## src/rtl/pe_operand_feeder_pkg.sv

```systemverilog
// Shared types and constants for the float16 PE operand feeder.
package pe_operand_feeder_pkg;

  typedef enum logic [2:0] {
    IDLE,
    CLEAR,
    FEED,
    CAPTURE,
    HOLD
  } feederState_e;

  localparam logic [15:0] FP16_ZERO     = 16'h0000;
  localparam int          FP16_SIGN_BIT = 15;

endpackage

```

## src/rtl/feeder_regfile.sv

```systemverilog
// TAPS-entry operand store: async-clear array, gated write, combinational read.
module feeder_regfile #(
  parameter int DATA_WIDTH = 16,
  parameter int TAPS       = 9,
  parameter int ADDR_WIDTH = 4
) (
  input  logic                  clk,
  input  logic                  reset,
  input  logic                  we,
  input  logic [ADDR_WIDTH-1:0] waddr,
  input  logic [DATA_WIDTH-1:0] wdata,
  input  logic [ADDR_WIDTH-1:0] raddr,
  output logic [DATA_WIDTH-1:0] rdata
);

  localparam logic [ADDR_WIDTH:0] TapsCount = (ADDR_WIDTH + 1)'(TAPS);

  logic [DATA_WIDTH-1:0] mem [TAPS];
  logic                  writeInRange;
  logic                  readInRange;

  assign writeInRange = ({1'b0, waddr} < TapsCount);
  assign readInRange  = ({1'b0, raddr} < TapsCount);

  always_ff @(posedge clk or posedge reset) begin
    if (reset) begin
      for (int i = 0; i < TAPS; i++) begin
        mem[i] <= '0;
      end
    end else if (we && writeInRange) begin
      mem[waddr] <= wdata;
    end
  end

  assign rdata = readInRange ? mem[raddr] : '0;

endmodule

```

## src/rtl/pe_operand_feeder.sv

```systemverilog
// Sequences one filter output through a float16 MAC PE: clear, feed TAPS pairs, capture, hold.
// Optional FEEDER_RELU_EN clamps negative captured results (including -0) to +0.
module pe_operand_feeder
  import pe_operand_feeder_pkg::*;
#(
  parameter int DATA_WIDTH = 16,
  parameter int TAPS       = 9,
  parameter int ADDR_WIDTH = 4
) (
  input  logic                  clk,
  input  logic                  reset,
  input  logic                  smp_we,
  input  logic [ADDR_WIDTH-1:0] smp_addr,
  input  logic [DATA_WIDTH-1:0] smp_data,
  input  logic                  coef_we,
  input  logic [ADDR_WIDTH-1:0] coef_addr,
  input  logic [DATA_WIDTH-1:0] coef_data,
  input  logic                  start,
  output logic                  busy,
  output logic                  pe_clear,
  output logic [DATA_WIDTH-1:0] pe_floatA,
  output logic [DATA_WIDTH-1:0] pe_floatB,
  input  logic [DATA_WIDTH-1:0] pe_result,
  output logic                  out_valid,
  input  logic                  out_ready,
  output logic [DATA_WIDTH-1:0] out_data
);

  localparam logic [ADDR_WIDTH-1:0] LastIdx = ADDR_WIDTH'(TAPS - 1);

  feederState_e          state, nextState;
  logic [ADDR_WIDTH-1:0] idx, nextIdx;
  logic [DATA_WIDTH-1:0] smpRd, coefRd, capValue;

  assign busy = (state != IDLE);

  // Arrays freeze while busy so a running computation sees a stable window.
  feeder_regfile #(.DATA_WIDTH(DATA_WIDTH), .TAPS(TAPS), .ADDR_WIDTH(ADDR_WIDTH)) smpFile (
    .clk(clk), .reset(reset), .we(smp_we & ~busy), .waddr(smp_addr), .wdata(smp_data),
    .raddr(nextIdx), .rdata(smpRd)
  );

  feeder_regfile #(.DATA_WIDTH(DATA_WIDTH), .TAPS(TAPS), .ADDR_WIDTH(ADDR_WIDTH)) coefFile (
    .clk(clk), .reset(reset), .we(coef_we & ~busy), .waddr(coef_addr), .wdata(coef_data),
    .raddr(nextIdx), .rdata(coefRd)
  );

`ifdef FEEDER_RELU_EN
  assign capValue = pe_result[FP16_SIGN_BIT] ? FP16_ZERO : pe_result;
`else
  assign capValue = pe_result;
`endif

  always_ff @(posedge clk or posedge reset) begin
    if (reset) begin
      state <= IDLE;
      idx   <= '0;
    end else begin
      state <= nextState;
      idx   <= nextIdx;
    end
  end

  always_comb begin
    nextState = state;
    nextIdx   = idx;
    case (state)
      IDLE:    if (start) nextState = CLEAR;
      CLEAR: begin
        nextState = FEED;
        nextIdx   = '0;
      end
      FEED: begin
        if (idx == LastIdx) begin
          nextState = CAPTURE;
          nextIdx   = '0;
        end else begin
          nextIdx = idx + 1'b1;
        end
      end
      CAPTURE: nextState = HOLD;
      HOLD:    if (out_ready) nextState = IDLE;
      default: nextState = IDLE;
    endcase
  end

  // PE-facing outputs are registered from the upcoming state so they align with it.
  always_ff @(posedge clk or posedge reset) begin
    if (reset) begin
      pe_clear  <= 1'b1;
      pe_floatA <= FP16_ZERO;
      pe_floatB <= FP16_ZERO;
      out_valid <= 1'b0;
      out_data  <= FP16_ZERO;
    end else begin
      pe_clear  <= (nextState == CLEAR);
      pe_floatA <= (nextState == FEED) ? smpRd  : FP16_ZERO;
      pe_floatB <= (nextState == FEED) ? coefRd : FP16_ZERO;
      if (state == CAPTURE) begin
        out_valid <= 1'b1;
        out_data  <= capValue;
      end else if (state == HOLD && out_ready) begin
        out_valid <= 1'b0;
      end
    end
  end

endmodule

```

## config.mk

```make
export PLATFORM = sky130hd
export DESIGN_NAME = pe_operand_feeder
export DESIGN_NICKNAME = d
export VERILOG_FILES = /design/src/rtl/pe_operand_feeder_pkg.sv /design/src/rtl/feeder_regfile.sv /design/src/rtl/pe_operand_feeder.sv
export SDC_FILE = /design/constraint.sdc
export NUM_CORES = 1
export LEC_CHECK = 0
export BUFFER_PORTS_ARGS = -buffer_cell sky130_fd_sc_hd__buf_2
export CAP_MARGIN = 0
export CORE_ASPECT_RATIO = 1.1
export CORE_UTILIZATION = 40
export CTS_BUF_LIST = sky130_fd_sc_hd__clkbuf_4 sky130_fd_sc_hd__clkbuf_8
export DETAILED_ROUTE_END_ITERATION = 8
export MAX_ROUTING_LAYER = met4
export PLACE_DENSITY = 0.66
export SLEW_MARGIN = 20
export SYNTH_ARGS = -nofsm -noshare
export SYNTH_HDL_FRONTEND = slang
export SYNTH_SLANG_ARGS = --single-unit
```

## constraint.sdc

```tcl
create_clock -name clk -period 12.17 [get_ports clk]
set_input_delay 1.217 -clock clk [delete_from_list [all_inputs] [get_ports clk]]
set_output_delay 1.217 -clock clk [all_outputs]
set_load 0.005 [all_outputs]
```

==> Yosys cells after proc, flatten, opt, wreduce, memory -nomap -nowiden <==
Index checks and enable logic that the tools add are counted.
{ "totals": {"ff_bits": 345, "input_bits": 62, "output_inout_bits": 51, "word_cells": 79} }
{ "op_classes": {"add_sub_neg": 1, "n_lt_le_gt_ge": 8, "n_eq_ne": 7, "mux": 24, "bitwise": 6, "reduce_logical": 8} }
{ "ops": {"columns": ["cell", "count"], "rows": [
  ["bitwise mux 144 bit", 2],
  ["two-way mux 16 bit", 10],
  ["binary-select mux 16 bit (select 4 bit)", 2],
  ["demux 16 bit (select 4 bit)", 2],
  [">= comparator 5 bit (second input constant)", 3],
  ["inverter 4 -> 5 bit", 3],
  ["case mux 3 bit (5 select lines)", 1],
  ["less-than comparator 4 bit (second input constant)", 3],
  ["less-than comparator 5 x 1 -> 1 bit (second input constant)", 2],
  ["equality test 3 x 2 -> 1 bit (second input constant)", 3],
  ["two-way mux 3 bit", 3],
  ["case mux 4 bit (2 select lines)", 1],
  ["equality test 3 x 1 -> 1 bit (second input constant)", 2],
  ["logical AND 1 bit", 5],
  ["adder 4 x 1 -> 4 bit (second input constant)", 1],
  ["equality test 4 bit (second input constant)", 1],
  ["two-way mux 4 bit", 1],
  ["equality test 3 bit (second input constant)", 1],
  ["logical NOT 3 bit", 1],
  ["nonzero test 3 bit", 1],
  ["AND 1 bit", 2],
  ["two-way mux 1 bit", 2],
  ["nonzero test 2 bit", 1],
  ["inverter 1 bit", 1]
]} }

==> Logic depth before layout (Yosys ltp) <==
Gate-level depths: netlist of run 1.
{ "depth": {"ltp_word": 9, "depth_mapped": 11, "ltp_nobuf": 9} }

==> Hierarchy <==
From an unflattened synthesis of run 1, not the netlist that was laid out.
{ "hier_totals": {"hier_cells": 1079, "area_unflattened_um2": 15583.7} }
{ "modules_own_cells": {"columns": ["module", "n_inst", "cells_per_inst", "area_each_um2", "seq_area_each_um2"], "rows": [
  ["feeder_regfile at smpFile", 1, 463, 6723.9, 3603.5],
  ["feeder_regfile at coefFile", 1, 463, 6698.9, 3603.5],
  ["pe_operand_feeder", 1, 153, 2160.8, 1427.6]
]} }

==> Worst setup path after synthesis of run 1 <==
No wires, ideal clock.
{ "synth_path": {"path_kind": "input to register", "from": "input port coef_addr[0]", "to": "register coefFile.mem[0] in the netlist's numbering", "setup_ns": 0.125, "arrival_time_ns": 2.787, "required_time_ns": 12.045, "path_slack_ns": 9.258, "path_stages": 6, "path_buffers": 2, "path_cell_list": "clkbuf_1 -> nor2_1 -> nand2_1 -> nor3_1 -> buf_2 -> mux2_2"} }
{ "synth_via": {"elab_chain_cells": 6, "word_cells_on_any_way": 9, "classes_between": "3 x order compare; 3 x mux; 1 x bitwise; 2 x reduce/logical"} }
{ "synth_rtl": {"columns": ["item", "line_no", "rtl"], "rows": [
  ["start, declared", "pe_operand_feeder.sv:16", "input logic [ADDR_WIDTH-1:0] coef_addr,"],
  ["inverter 4 -> 5 bit (not written as such)", "feeder_regfile.sv:31", "mem[waddr] <= wdata;"],
  [">= comparator 5 bit (not written as such) / less-than comparator 5 x 1 -> 1 bit (equally long branches)", "feeder_regfile.sv:31", null],
  ["logical AND 1 bit (not written as such)", "feeder_regfile.sv:31", null],
  ["two-way mux 16 bit (not written as such)", "feeder_regfile.sv:31", null],
  ["demux 16 bit (select 4 bit)", "feeder_regfile.sv:31", null],
  ["bitwise mux 144 bit", "feeder_regfile.sv:31", null],
  ["end signal, assigned by index", "feeder_regfile.sv:31", null],
  ["end, declared", "feeder_regfile.sv:18", "logic [DATA_WIDTH-1:0] mem [TAPS];"]
]} }
Parallel ways exist; a longest one is shown, timed or not.
A chain may end at the register's enable or synchronous reset.

==> Worst setup path after layout of run 1 <==
{ "layout_path": {"from": "register state[2]", "to": "register pe_floatB[4]"} }
{ "layout_via": {"elab_chain_cells": 8, "word_cells_on_any_way": 18, "classes_between": "1 x order compare; 5 x eq/ne; 10 x mux; 1 x bitwise; 1 x reduce/logical"} }
{ "layout_rtl": {"columns": ["item", "line_no", "rtl"], "rows": [
  ["start, declared", "pe_operand_feeder.sv:31", "feederState_e state, nextState;"],
  ["start signal, assigned", "pe_operand_feeder.sv:59", "state <= nextState;"],
  ["equality test 3 x 2 -> 1 bit / equality test 3 x 1 -> 1 bit (equally long branches)", "pe_operand_feeder.sv:67", "case (state)"],
  ["case mux 4 bit (2 select lines)", "pe_operand_feeder.sv:67", null],
  ["inverter 4 -> 5 bit (not written as such)", "feeder_regfile.sv:35", "assign rdata = readInRange ? mem[raddr] : '0;"],
  ["binary-select mux 16 bit (select 4 bit)", "feeder_regfile.sv:35", null],
  ["two-way mux 16 bit (not written as such) (2 in series)", "feeder_regfile.sv:35", null],
  ["two-way mux 16 bit", "feeder_regfile.sv:35", null],
  ["two-way mux 16 bit *", "pe_operand_feeder.sv:98", "pe_floatB <= (nextState == FEED) ? coefRd : FP16_ZERO;"],
  ["end signal, assigned", "pe_operand_feeder.sv:98", null],
  ["end, declared", "pe_operand_feeder.sv:22", "output logic [DATA_WIDTH-1:0] pe_floatB,"]
]} }
Every way passes the cells marked *; elsewhere a longest branch is shown, timed or not. The select of a mux whose other input is x is not followed.

==> out/results.tsv, run 1 <==
stage	metric	value	unit
placement	placed_cells	1694	
synth	synth_fp_nets	1207	
grt	antenna_found_initial	2	
cts	cts_made_buffers	53	
die	die_w	189	microns
timing	fin_worst_skew	23.4	ps
cts	root_buffer	clkbuf_8	
setup_path	cp.arrival	4170	ps
setup_path	r2r_start	state[2]	
setup_path	worstSetupPathType	register to register	
power	power_density	253	nW/um^2
setup_path	reg2reg_to	pe_floatB[4]	
setup_path	crit_path_end_kind	register	
grt	grt_max_degree	143	
timing	setup_viol	0	
setup_path	cp_slowest_cell	buf_4	
route	finalWirelength	37.6	mm
setup_path	rrSetupSlack	8450	ps
synth	ys_seq_area_frac	0.561	
power	vdd_ir_drop_max	0.000192	V
placement	placement.io_buffers	112	
cells_and_area	fillers	3415	
power	leakage	7.99	nW
timing	fin_tns_setup	0	ps
outcome	status	complete, but fails checks	
cells_and_area	final_layout_size_suffix_gt1_frac	0.446	
cts	cts_hold_buffers	0	
setup_path	crit_chain	and2b_1 > a2bb2oi_1 > o22a_1 > buf_4 > inv_2 > buf_4 > mux4_2 > a32oi_1 > a21oi_1	
synth	avgSynthCellArea	13.5	sq um
route	drt_first_pass_iters	7	
timing	fmax	268	MHz
setup_path	crit_top_cell	buf_4	
timing	period_minus_slack	3720	ps
setup_path	required	12610	ps
cells_and_area	seqCellArea	8630	sq um
timing	tightest_slew	1160	ps
grt	grtUsageTotal	0.204	
outcome	violations	design-rule violations	
cts	ctsResizeCount	0	
placement	place_congestion	0.775	
die	rows	75	
cells_and_area	multi_input_area	6360	sq um
die	initial_core_util	0.405	
min_path	hold_depth	1	
route	ant_nets	0	
cells_and_area	stdcell_count	1790	
min_path	hold_class	register to register	
setup_path	slowest_delay	680	ps
timing	finalCritPeriodShare	0.306	
grt	grt_pass1_wl	60.8	mm
route	via_per_inst	5.62	
route	drc_errors	2	
cells_and_area	nNetsFinal	1316	
cts	insertion_delay	590	ps
die	die_h	208	microns
setup_path	start_kind	register	
die	boundaryPins	113	
grt	overflow	0	
timing	rsz0062_at_grt	false	
min_path	hold_start	smpFile.mem[6]	
cts	cts_tree	done	
setup_path	reg2reg_depth	9	
placement	hpwl	21.7	mm
route	wl_per_cell	21.0	microns
timing	drv_slew	0	
cts	cts_sinks	345	
route	vias	10100	
synth	synth_edf_count	0	
synth	ys_warn_count	0	
cts	cts.clk_slew.worst_paths	60	ps
cts	cts_buffer_depth	3	
die	design.die.area	39300	sq um
timing	hold_viol	0	
route	drt_iter0_drc	655	
setup_path	worstPathMaxFanout	46	
min_path	min_to	smpFile.mem[6]	
synth	synth_cell_types	59	
synth	ys_async_sr_fraction	1.00	
synth	synthCells	1143	
job	cap_violations	0	
cts	post_cts_buffers	0	
synth	synth_ff_type	dfrtp_1	
synth	ys_ff_latch	345	
cts	htree_levels	2	
setup_path	path_delay_family	buffers and inverters	
setup_path	cp_num_buf_inv	3	
cells_and_area	syn_to_final_growth	14.0	%
grt	grt_pass1_vias	10600	
synth	syn-cell-area	15400	sq um
timing	relSlewSlack	0.226	
die	core_area	38000	sq um
## cell type report
class	instances	share of cell area
clock inverter	8	0.00250
timing repair buffer	136	0.0444
inverter	9	0.00250
clock buffer	83	0.0598
antenna	2	0.000285
multi-input combinational	707	0.363
sequential	345	0.492
tap	500	0.0357
## flip-flops by register name (all words and copies together) (netlist names)
signal and flops:
idx 4, pe_clear 1, out_data 16, smpFile.mem 144, pe_floatB 16, coefFile.mem 144
state 3, out_valid 1, pe_floatA 16
## through the flow
| step | utilization | area (sq um) | worst slack (ps) | hold WS, ps | power (mW) |
|---|---|---|---|---|---|
| 2_1_floorplan | - | 15400 | 1390 | 453 | 3.01 |
| 3_3_place_gp | 0.431 | 16400 | 8250 | 467 | 3.42 |
| 3_5_place_dp | 0.431 | 16400 | 8220 | 476 | 3.48 |
| 4_1_cts | 0.460 | 17500 | 8480 | 490 | 4.47 |
| 5_1_grt | 0.462 | 17500 | 8250 | 504 | 4.72 |
| 6_report | 0.462 | 17500 | 8450 | 487 | 4.43 |
## cells by family after synthesis
family,Yosys count,share of synthesized area
buffers and inverters,91,0.0280
AND/OR/NAND/NOR,223,0.0793
multiplexers,337,0.270
AO/OA/AOI/OAI,143,0.0576
XOR/XNOR,2,0.00236
adder cells (fa/ha/maj),2,0.00163
flip-flops,345,0.561
## cell usage after synthesis, drive strengths merged, types with 9 or more instances
cell type / number / area share
a21oi: 34 / 0.011
a32oi: 32 / 0.018
buf: 32 / 0.013
clkbuf: 50 / 0.012
dfrtp: 344 / 0.56
inv: 9 / 0.0024
mux2: 304 / 0.22
mux4: 32 / 0.047
nand2: 46 / 0.011
nand3: 130 / 0.042
nor2: 10 / 0.0038
o21ai: 66 / 0.021
## where the power goes
group          internal (mW)  leakage, nW  switching, mW
Combinational          0.763         2.94          0.900
Sequential              1.57         4.46          0.215
Clock                  0.544        0.590          0.437
Total                   2.88         7.99           1.55
## worst register-to-register path, stage by stage (launching register included)
cell       delay [ps]
dfrtp_1           590
and2b_1           340
a2bb2oi_1          70
o22a_1            190
buf_4             300
inv_2             450
buf_4             690
mux4_2            650
a32oi_1           210
a21oi_1           120
## how the worst max path moves through the flow
stage              from                to  slack, ps  cells past startpoint
2_1_floorplan     reset   coefFile.mem[0]       1390                      1
3_3_place_gp      reset     pe_floatB[10]       8250                      4
3_5_place_dp      reset  coefFile.mem[89]       8220                      4
4_1_cts        state[2]      pe_floatB[4]       8480                      9
5_1_grt        state[2]      pe_floatB[4]       8250                      9
6_report       state[2]      pe_floatB[4]       8450                      9
## layout by cell type (no fill, tap or decap), types with 3 or more instances in the layout
cell,Yosys,layout
inv_1,7,6
buf_2,21,112
a21oi_1,34,34
nand3b_1,5,5
nor2_1,7,7
nand3_1,130,130
mux2_2,291,291
buf_4,6,20
clkbuf_8,0,68
o21ai_0,64,64
clkinv_2,0,7
mux2_1,13,13
clkbuf_4,0,15
dfrtp_1,344,344
nand2_1,46,45
a32oi_1,32,32
nor3b_4,3,3
mux4_2,31,31
## metal layers
| layer | vias to the layer above | track usage | share of wire |
|---|---|---|---|
| met5 | - | - | 0 |
| met4 | 0 | 0.0645 | 0.024 |
| met3 | 64 | 0.0360 | 0.056 |
| met2 | 280 | 0.316 | 0.47 |
| met1 | 5267 | 0.273 | 0.45 |
| li1 | 4445 | - | - |
Note: power is estimated with default switching activity, not from simulation.
==> run 2, diff against run 1 <==
--- a/config.mk
+++ b/config.mk
@@ -12,7 +12,7 @@
 export CTS_BUF_LIST = sky130_fd_sc_hd__clkbuf_4 sky130_fd_sc_hd__clkbuf_8
 export DETAILED_ROUTE_END_ITERATION = 8
 export MAX_ROUTING_LAYER = met4
-export PLACE_DENSITY = 0.66
+export PLACE_DENSITY = 0.68
 export SLEW_MARGIN = 20
 export SYNTH_ARGS = -nofsm -noshare
 export SYNTH_HDL_FRONTEND = slang
==> constraint.sdc (replaced) <==
create_clock -name clk -period 3.1 [get_ports clk]
set_input_delay 0.31 -clock clk [delete_from_list [all_inputs] [get_ports clk]]
set_output_delay 0.31 -clock clk [all_outputs]
set_load 0.005 [all_outputs]
==> out/results.tsv, run 2 (same netlist as run 1, synthesis figures left out) <==
stage	metric	value	unit
route	ant_nets	0	
setup_path	reg2reg_depth	7	
min_path	hold_start	coef_data[14]	
route	drt_first_pass_iters	7	
timing	drv_slew	0	
route	drt_iter0_drc	730	
cells_and_area	reg_top3	coefFile.mem: 144 flops, smpFile.mem: 144 flops	
placement	place_congestion	0.799	
setup_path	r2r_start	state[0]	
die	die_w	189	microns
die	die_h	208	microns
setup_path	worstSetupPathType	register to register	
cts	htree_levels	2	
timing	rsz0062_at_grt	false	
timing	whs	71.3	ps
route	vias	10300	
cts	cts_made_buffers	54	
die	core_area	38000	sq um
die	rows	75	
setup_path	cp.arrival	3330	ps
power	power	17.7	mW
cts	cts_tree	done	
cells_and_area	nNetsFinal	1362	
setup_path	crit_path_end_kind	register	
min_path	hold_depth	2	
timing	fin_tns_setup	0	ps
setup_path	reg2reg_to	pe_floatB[3]	
cts	cts_buffer_depth	3	
cts	cts.clk_slew.worst_paths	60	ps
route	drc_errors	1	
grt	grt_pass1_vias	10900	
timing	setup_viol	0	
cells_and_area	final_common_cell	dfrtp_1	
min_path	hold_class	input port to register	
setup_path	cp-endpoint	pe_floatB[3]	
setup_path	worstPathMaxFanout	13	
die	boundaryPins	113	
grt	grtUsageTotal	0.207	
job	cap_violations	0	
setup_path	slowest_delay	670	ps
setup_path	rrSetupSlack	280	ps
cells_and_area	final_layout_size_suffix_gt1_frac	0.449	
power	power_density	980	nW/um^2
die	initial_core_util	0.405	
outcome	violations	design-rule violations	
timing	period_minus_slack	2820	ps
timing	fin_worst_skew	26.0	ps
power	vdd_ir_drop_max	0.000623	V
cts	ctsResizeCount	0	
die	design.die.area	39300	sq um
setup_path	startpoint	state[0]	
cells_and_area	final_cell_mix	dfrtp_1 (344), mux2_2 (291), nand3_1 (130), buf_2 (112), clkbuf_8 (69)	
cts	cts_sinks	345	
cts	insertion_delay	590	ps
setup_path	required	3610	ps
setup_path	crit_chain	xnor2_4 > or2_1 > o21ai_1 > o211a_1 > buf_4 > a32oi_1 > a21oi_1	
timing	fmax	354	MHz
grt	grt_max_degree	71	
cts	root_buffer	clkbuf_8	
setup_path	start_kind	register	
route	via_per_inst	5.59	
route	wl_per_cell	20.9	microns
outcome	status	complete, but fails checks	
placement	placement.io_buffers	112	
timing	finalCritPeriodShare	0.911	
grt	grt_pass1_wl	61.6	mm
cells_and_area	syn_to_final_growth	17.0	%
grt	antenna_found_initial	2	
timing	tightest_slew	855	ps
power	leakage	8.21	nW
grt	overflow	0	
route	finalWirelength	38.3	mm
placement	hpwl	22.5	mm
setup_path	cp_slowest_cell	o211a_1	
timing	hold_viol	0	
timing	relSlewSlack	0.429	
[run 2: cell count changes in the layout (fill, tap and decap cells not counted), sizes merged]
cell / change
buf: +26
dlygate4sd3: +19
clkinv: -3
clkinvlp: +2
inv: -2
bufinv: +1
[run 2: worst max-delay path: cells and delay by family (launching register included)]
kind            cells  cell delay (ps)
compound gates      4             1240
flops               1              640
simple gates        1              330
buf+inv             1              350
xor+xnor            1              190
[run 2: how the worst min path moves through the flow]
| stage | end |
|---|---|
| after global placement | smpFile.mem[129] |
| after global routing | smpFile.mem[6] |
| after CTS | coefFile.mem[126] |
| final | coefFile.mem[126] |
| after detailed placement | smpFile.mem[5] |
| after floorplan | pe_clear |
[run 2: through the flow]
stage | setup slack, ps | utilization | instances | area (sq um)
final | 277 | 0.474 | 1833 | 18000
after global routing | 101 | 0.474 | 1833 | 18000
after CTS | 316 | 0.474 | 1831 | 18000
after detailed placement | 307 | 0.440 | 1723 | 16700
after global placement | 346 | 0.440 | 1723 | 16700
after floorplan | -1830 | - | 1143 | 15400
[run 2: power breakdown]
part	total [mW]	switching, mW	internal (mW)	leakage [nW]
Combinational	6.69	3.51	3.18	3.16
Clock	3.94	1.72	2.22	0.590
Sequential	7.03	0.860	6.17	4.46
Total	17.7	6.09	11.6	8.21
[run 2: area by class of cell]
class	instances	area [sq um]
repair buffers	181	1240
inverters	9	40.0
multi-input cells	707	6360
fillers	3345	20000
clock buffers	83	1050
clock inverters	6	57.6
flip-flops and latches	345	8630
well taps	500	626
diodes	2	5.00
[run 2: metal layers]
| layer | vias up | share of wire | track usage |
|---|---|---|---|
| met5 | - | 0 | - |
| met4 | 0 | 0.020 | 0.0662 |
| met3 | 64 | 0.053 | 0.0331 |
| met2 | 295 | 0.49 | 0.331 |
| met1 | 5361 | 0.43 | 0.269 |
| li1 | 4534 | - | - |
[run 2: what timing repair did]
item	CTS	global route
setup buffers	0	0
hold endpoints to repair	38	0
hold buffers	19	0
